File: config.mk
export PLATFORM = sky130hd
export DESIGN_NAME = canvas_write_ctrl
export DESIGN_NICKNAME = d
export VERILOG_FILES = /design/src/rtl/canvas_pkg.sv /design/src/rtl/stamp_bounds.sv /design/src/rtl/canvas_write_ctrl.sv
export SDC_FILE = /design/constraint.sdc
export NUM_CORES = 1
export LEC_CHECK = 0
export BUFFER_PORTS_ARGS = -buffer_cell sky130_fd_sc_hd__buf_2
export CORE_MARGIN = 10
export CORE_UTILIZATION = 55
export DETAILED_ROUTE_END_ITERATION = 10
export PLACE_DENSITY = 0.83
export SLEW_MARGIN = 20
export SYNTH_ARGS = -nofsm -noshare
export SYNTH_HDL_FRONTEND = slang
export SYNTH_SLANG_ARGS = --single-unit
export TNS_END_PERCENT = 5
File: constraint.sdc
create_clock -name clk_in -period 4.1 [get_ports clk_in]
set_clock_uncertainty 0.2 [all_clocks]
set_input_delay 0.615 -clock clk_in [delete_from_list [all_inputs] [get_ports clk_in]]
set_output_delay 0.615 -clock clk_in [all_outputs]
set_load 0.05 [all_outputs]
File: src/rtl/canvas_pkg.sv
// Shared constants and FSM state type for the canvas frame-buffer write scheduler.
package canvas_pkg;

  localparam int unsigned DEF_H_PIXELS = 320;
  localparam int unsigned DEF_V_PIXELS = 180;
  localparam int unsigned DEF_ADDR_W   = 16;
  localparam int unsigned DEF_COLOR_W  = 4;

  typedef enum logic [1:0] {
    StIdle,
    StSetup,
    StStamp,
    StClear
  } state_e;

endpackage

File: src/rtl/stamp_bounds.sv
// Clips a square brush of half-width r centred on (x, y) to the canvas edges.
module stamp_bounds #(
  parameter int unsigned H_PIXELS = 320,
  parameter int unsigned V_PIXELS = 180
) (
  input  logic [9:0] x_i,
  input  logic [8:0] y_i,
  input  logic [2:0] r_i,
  output logic [9:0] x_lo_o,
  output logic [9:0] x_hi_o,
  output logic [8:0] y_lo_o,
  output logic [8:0] y_hi_o,
  output logic       out_of_range_o
);

  logic [10:0] x_sum;
  logic [9:0]  y_sum;

  always_comb begin
    // One extra bit so x+r / y+r cannot wrap before clipping.
    x_sum  = {1'b0, x_i} + {8'b0, r_i};
    y_sum  = {1'b0, y_i} + {7'b0, r_i};
    x_lo_o = (x_i >= {7'b0, r_i}) ? (x_i - {7'b0, r_i}) : '0;
    y_lo_o = (y_i >= {6'b0, r_i}) ? (y_i - {6'b0, r_i}) : '0;
    x_hi_o = (x_sum > 11'(H_PIXELS - 1)) ? 10'(H_PIXELS - 1) : x_sum[9:0];
    y_hi_o = (y_sum > 10'(V_PIXELS - 1)) ? 9'(V_PIXELS - 1) : y_sum[8:0];
    out_of_range_o = (x_i >= 10'(H_PIXELS)) || (y_i >= 9'(V_PIXELS));
  end

endmodule

File: src/rtl/canvas_write_ctrl.sv
// Arbitrates canvas clear and brush stamp requests onto a single one-pixel-per-cycle
// frame-buffer write port. Clear wins in IDLE; neither preempts the other.
module canvas_write_ctrl
  import canvas_pkg::*;
#(
  parameter int unsigned H_PIXELS = DEF_H_PIXELS,
  parameter int unsigned V_PIXELS = DEF_V_PIXELS,
  parameter int unsigned ADDR_W   = DEF_ADDR_W,
  parameter int unsigned COLOR_W  = DEF_COLOR_W
) (
  input  logic               clk_in,
  input  logic               rst_in,
  input  logic [9:0]         x_in,
  input  logic [8:0]         y_in,
  input  logic [COLOR_W-1:0] color_in,
  input  logic [2:0]         sw_in,
  input  logic               pen_in,
  input  logic               nf_in,
  input  logic               clear_in,
  input  logic [COLOR_W-1:0] bg_color_in,
  output logic               wr_en_out,
  output logic [ADDR_W-1:0]  wr_addr_out,
  output logic [COLOR_W-1:0] wr_data_out,
  output logic               busy_out,
  output logic               stamp_done_out,
  output logic               clear_done_out
);

  localparam logic [ADDR_W-1:0] LastAddr = ADDR_W'(H_PIXELS * V_PIXELS - 1);
  localparam logic [ADDR_W-1:0] RowStep  = ADDR_W'(H_PIXELS);

  state_e state_q, state_d;

  logic               stamp_pend_q, stamp_pend_d;
  logic               clear_pend_q, clear_pend_d;
  logic [9:0]         lx_q, lx_d;
  logic [8:0]         ly_q, ly_d;
  logic [2:0]         lr_q, lr_d;
  logic [COLOR_W-1:0] lcol_q, lcol_d;
  logic [COLOR_W-1:0] bg_q, bg_d;

  logic [9:0]         x_lo_q, x_lo_d;
  logic [9:0]         x_hi_q, x_hi_d;
  logic [8:0]         y_hi_q, y_hi_d;
  logic [9:0]         cur_x_q, cur_x_d;
  logic [8:0]         cur_y_q, cur_y_d;
  logic [ADDR_W-1:0]  row_base_q, row_base_d;
  logic [COLOR_W-1:0] scol_q, scol_d;
  logic [ADDR_W-1:0]  cnt_q, cnt_d;

  logic               wr_en_q, wr_en_d;
  logic [ADDR_W-1:0]  wr_addr_q, wr_addr_d;
  logic [COLOR_W-1:0] wr_data_q, wr_data_d;
  logic               busy_q, busy_d;
  logic               stamp_done_q, stamp_done_d;
  logic               clear_done_q, clear_done_d;

  logic [9:0] b_x_lo, b_x_hi;
  logic [8:0] b_y_lo, b_y_hi;
  logic       b_oor;

  stamp_bounds #(
    .H_PIXELS(H_PIXELS),
    .V_PIXELS(V_PIXELS)
  ) u_bounds (
    .x_i           (lx_q),
    .y_i           (ly_q),
    .r_i           (lr_q),
    .x_lo_o        (b_x_lo),
    .x_hi_o        (b_x_hi),
    .y_lo_o        (b_y_lo),
    .y_hi_o        (b_y_hi),
    .out_of_range_o(b_oor)
  );

  always_comb begin
    state_d      = state_q;
    stamp_pend_d = stamp_pend_q;
    clear_pend_d = clear_pend_q;
    lx_d         = lx_q;
    ly_d         = ly_q;
    lr_d         = lr_q;
    lcol_d       = lcol_q;
    bg_d         = bg_q;
    x_lo_d       = x_lo_q;
    x_hi_d       = x_hi_q;
    y_hi_d       = y_hi_q;
    cur_x_d      = cur_x_q;
    cur_y_d      = cur_y_q;
    row_base_d   = row_base_q;
    scol_d       = scol_q;
    cnt_d        = cnt_q;
    wr_en_d      = 1'b0;
    wr_addr_d    = wr_addr_q;
    wr_data_d    = wr_data_q;
    stamp_done_d = 1'b0;
    clear_done_d = 1'b0;

    if (nf_in && pen_in) begin
      stamp_pend_d = 1'b1;
      lx_d         = x_in;
      ly_d         = y_in;
      lr_d         = sw_in;
      lcol_d       = color_in;
    end
    // A clear request during a running clear merges into it.
    if (clear_in && (state_q != StClear)) begin
      clear_pend_d = 1'b1;
      bg_d         = bg_color_in;
    end

    unique case (state_q)
      StIdle: begin
        // Uses the _d flags so a request arriving this edge is taken immediately.
        if (clear_pend_d) begin
          clear_pend_d = 1'b0;
          cnt_d        = '0;
          state_d      = StClear;
        end else if (stamp_pend_d) begin
          stamp_pend_d = 1'b0;
          state_d      = StSetup;
        end
      end
      StSetup: begin
        if (b_oor) begin
          state_d = StIdle;
        end else begin
          x_lo_d     = b_x_lo;
          x_hi_d     = b_x_hi;
          y_hi_d     = b_y_hi;
          cur_x_d    = b_x_lo;
          cur_y_d    = b_y_lo;
          row_base_d = ADDR_W'(b_y_lo) * RowStep;
          scol_d     = lcol_q;
          state_d    = StStamp;
        end
      end
      StStamp: begin
        wr_en_d   = 1'b1;
        wr_addr_d = row_base_q + ADDR_W'(cur_x_q);
        wr_data_d = scol_q;
        if (cur_x_q == x_hi_q) begin
          cur_x_d    = x_lo_q;
          cur_y_d    = cur_y_q + 9'd1;
          row_base_d = row_base_q + RowStep;
          if (cur_y_q == y_hi_q) begin
            stamp_done_d = 1'b1;
            state_d      = StIdle;
          end
        end else begin
          cur_x_d = cur_x_q + 10'd1;
        end
      end
      StClear: begin
        wr_en_d   = 1'b1;
        wr_addr_d = cnt_q;
        wr_data_d = bg_q;
        cnt_d     = cnt_q + ADDR_W'(1);
        if (cnt_q == LastAddr) begin
          clear_done_d = 1'b1;
          state_d      = StIdle;
        end
      end
      default: state_d = StIdle;
    endcase

    // Busy also covers the registered final write after the FSM has returned to IDLE.
    busy_d = (state_d != StIdle) || wr_en_d;
  end

  always_ff @(posedge clk_in or negedge rst_in) begin
    if (!rst_in) begin
      state_q      <= StIdle;
      stamp_pend_q <= 1'b0;
      clear_pend_q <= 1'b0;
      lx_q         <= '0;
      ly_q         <= '0;
      lr_q         <= '0;
      lcol_q       <= '0;
      bg_q         <= '0;
      x_lo_q       <= '0;
      x_hi_q       <= '0;
      y_hi_q       <= '0;
      cur_x_q      <= '0;
      cur_y_q      <= '0;
      row_base_q   <= '0;
      scol_q       <= '0;
      cnt_q        <= '0;
      wr_en_q      <= 1'b0;
      wr_addr_q    <= '0;
      wr_data_q    <= '0;
      busy_q       <= 1'b0;
      stamp_done_q <= 1'b0;
      clear_done_q <= 1'b0;
    end else begin
      state_q      <= state_d;
      stamp_pend_q <= stamp_pend_d;
      clear_pend_q <= clear_pend_d;
      lx_q         <= lx_d;
      ly_q         <= ly_d;
      lr_q         <= lr_d;
      lcol_q       <= lcol_d;
      bg_q         <= bg_d;
      x_lo_q       <= x_lo_d;
      x_hi_q       <= x_hi_d;
      y_hi_q       <= y_hi_d;
      cur_x_q      <= cur_x_d;
      cur_y_q      <= cur_y_d;
      row_base_q   <= row_base_d;
      scol_q       <= scol_d;
      cnt_q        <= cnt_d;
      wr_en_q      <= wr_en_d;
      wr_addr_q    <= wr_addr_d;
      wr_data_q    <= wr_data_d;
      busy_q       <= busy_d;
      stamp_done_q <= stamp_done_d;
      clear_done_q <= clear_done_d;
    end
  end

  assign wr_en_out      = wr_en_q;
  assign wr_addr_out    = wr_addr_q;
  assign wr_data_out    = wr_data_q;
  assign busy_out       = busy_q;
  assign stamp_done_out = stamp_done_q;
  assign clear_done_out = clear_done_q;

endmodule
==> out/qor.yml <==
wirelength_um: 18600
cts_tree: "yes"
cts-htree-levels: 4
switchingPower_uw: 1400
drcViolationCount: 0
p_leak_uw: 0.00430
worst_slew_pin_slew_ns: 0.738
portBuffers: 58
grt_setup_unrepaired: "no"
swShare_pct: 32.0
die_y_um: 141
place.gp.congestion: 0.900
finalCritPeriodShare_pct: 94.0
hp-class: "in -> async"
yosysSeqAreaShare_pct: 42.5
start_util_pct: 55.7
r2r_start: "ly_q[0]"
synth_nets: 916
rows: 44
power_uw: 4370
critPathArrivalTime_ns: 3.96
synthFlopType: "dfrtp_1"
cts_root_buf: "clkbuf_16"
grt_pass1_wl_um: 31200
r2r_slack_ns: 0.24
synth-async-reset-ratio_pct: 100
fin_crit_ns: 3.86
setup_violations: 0
syn_area_um2: 8000
finalHoldViolCount: 0
setup-tns-final_ns: 0
seq_power_share_pct: 35.5
globalRouteOverflowTotal: 0
grt_pass1_vias: 6369
worstReg2RegEnd: "row_base_q[15]"
via_count: 6441
crit_type: "reg -> reg"
final_util_pct: 63.5
ys_warn_count: 0
cts_buffers: 17
drt-pass1-iter-count: 5
critical_path_required_ns: 4.20
yosysMostFrequentCell: "dfrtp_1"
path_clk_slew_ns: 0.06
dpl_cell_area_um2: 8480
final_antenna_net_count: 0
internal-power_uw: 2970
max_clock_freq_mhz: 259
synth_top_area_share_pct: 42.5
peakVddDrop_uv: 503
design.core.area_um2: 14400
end_kind: "register"
drive_gt1_share_pct: 18.6
fp.dieW_um: 141
hold_buffers: 0
drtIter0Drc: 547
syn_to_final_growth_pct: 14.1
synth_area_leaders: "dfrtp_1, ha_1, mux2_2, a21oi_1, nand2_1"
synth_seq_cells: 136
outcome: "finished clean"
wl_per_cell_um: 17.0
ff2ff_path_depth: 15
numClockSinks: 136
synth.distinct_cells: 75
synth_common_cells: "dfrtp_1, nand2_1, nor2_1"
synth_largest_area_cell: "dfrtp_1"
syn-instance-count: 843
drv_cap: 0
avgSynthCellArea_um2: 9.49
slew_violations: 0
grt_max_degree: 82
power_density_nw_per_um2: 479
antenna_found_initial: 0
clock_latency_ns: 0.42
final_nets: 967
maxSlewHeadroom_pct: 50.8
p_clk_share_pct: 37.5
design.die.area_um2: 19800
start_kind: "register"
synth-edff-count: 0
clk_path_buf_depth: 2
path_max_fanout: 5
dpl.hpwl_um: 13100
ioPinCount: 59
antenna_cells: 0
final_cell_area_um2: 9130
track_usage_pct: 18.9
drt-vias-per-instance: 5.90
power_frac_comb_pct: 27.0
-- per-stage QoR --
step | hold slack (ns) | setup slack (ns) | cells
floorplan | 0.119 | 0.156 | 843
global placement | 0.248 | 0.204 | 1059
detailed placement | 0.252 | 0.137 | 1059
CTS | 0.0716 | 0.132 | 1091
global route | 0.0941 | 0.0426 | 1091
finish | 0.0409 | 0.245 | 1091
-- sequential cells by signal, indices dropped and copies added, names as in the netlist, 2 cells and up --
name / flops
cnt_q: 16
wr_addr_out: 16
cur_x_q: 10
lx_q: 10
row_base_q: 10
x_hi_q: 10
x_lo_q: 10
cur_y_q: 9
ly_q: 9
y_hi_q: 9
bg_q: 4
lcol_q: 4
scol_q: 4
wr_data_out: 4
lr_q: 3
state_q: 2
-- worst max-delay path by stage --
stage	depth (start not counted)	to	startpoint
2_1_floorplan	16	row_base_q[15]	lr_q[1]
3_3_place_gp	15	row_base_q[15]	ly_q[0]
3_5_place_dp	15	row_base_q[15]	ly_q[0]
4_1_cts	15	row_base_q[15]	ly_q[0]
5_1_grt	15	row_base_q[15]	ly_q[0]
6_report	15	row_base_q[15]	ly_q[0]
-- kinds of logic after synthesis --
kind of cell | count (synthesis) | synth area share, %
AO/OA/AOI/OAI | 204 | 16.4
XOR/XNOR | 61 | 6.67
adder cells (fa/ha/maj) | 38 | 6.41
buffers and inverters | 76 | 4.02
flip-flops | 136 | 42.5
multiplexers | 52 | 7.03
AND/OR/NAND/NOR | 276 | 17.0
-- cell type report --
type                            instances  area (um2)
Clock buffer                           19         443
Inverter                               29         109
Timing Repair Buffer                   79         454
Fill cell                            1152        5240
Tap cell                              184         230
Sequential cell                       136        3400
Multi-Input combinational cell        631        4300
Clock inverter                         13         191
-- metal layers --
layer | part of all wire, % | track usage [%] | up-vias | wire length, um
li1 | - | - | 3082 | -
met1 | 44 | 24.6 | 3094 | 8190
met2 | 48 | 30.3 | 239 | 8920
met3 | 6.5 | 4.97 | 26 | 1200
met4 | 1.5 | 5.54 | 0 | 276
met5 | 0 | 0 | - | 0
-- power by group through the flow --
stage                     Clock (uW)  Combinational [uW]  Sequential (uW)
after detailed placement           0                1140             1570
after floorplan                    0                 788             1630
after global placement             0                1120             1560
after CTS                       1660                1160             1550
final                           1640                1180             1550
after global routing            1720                1310             1570
-- worst max-delay path: stages (launching register included) --
cell and delay, ns:
dfrtp_1 0.36, inv_1 0.06, ha_1 0.33, and3_1 0.23, a211oi_2 0.27, and3_4 0.25
nor2_1 0.07, ha_1 0.31, ha_1 0.23, fa_1 0.41, a211oi_2 0.23, o21bai_1 0.09
a21oi_1 0.17, xnor2_1 0.15, xnor2_1 0.09, a221o_1 0.30
-- cell usage in the layout, fill, tap and decap left out, types with 17 or more instances in the layout --
cell type and n:
mux2_2 33, buf_2 57, dfrtp_1 136, nand2_1 88
ha_1 33, mux2i_1 18, xnor2_1 36, clkbuf_16 17
xor2_1 25, inv_1 28, buf_4 21, nor2_1 78
a21oi_1 66, o21ai_0 45, nand3_1 22
-- repair_timing --
item,CTS,global route
resized for setup,0,5
endpoints found under the setup margin,0,1
setup buffers,0,0
Note: power is estimated with default switching activity, not from simulation.
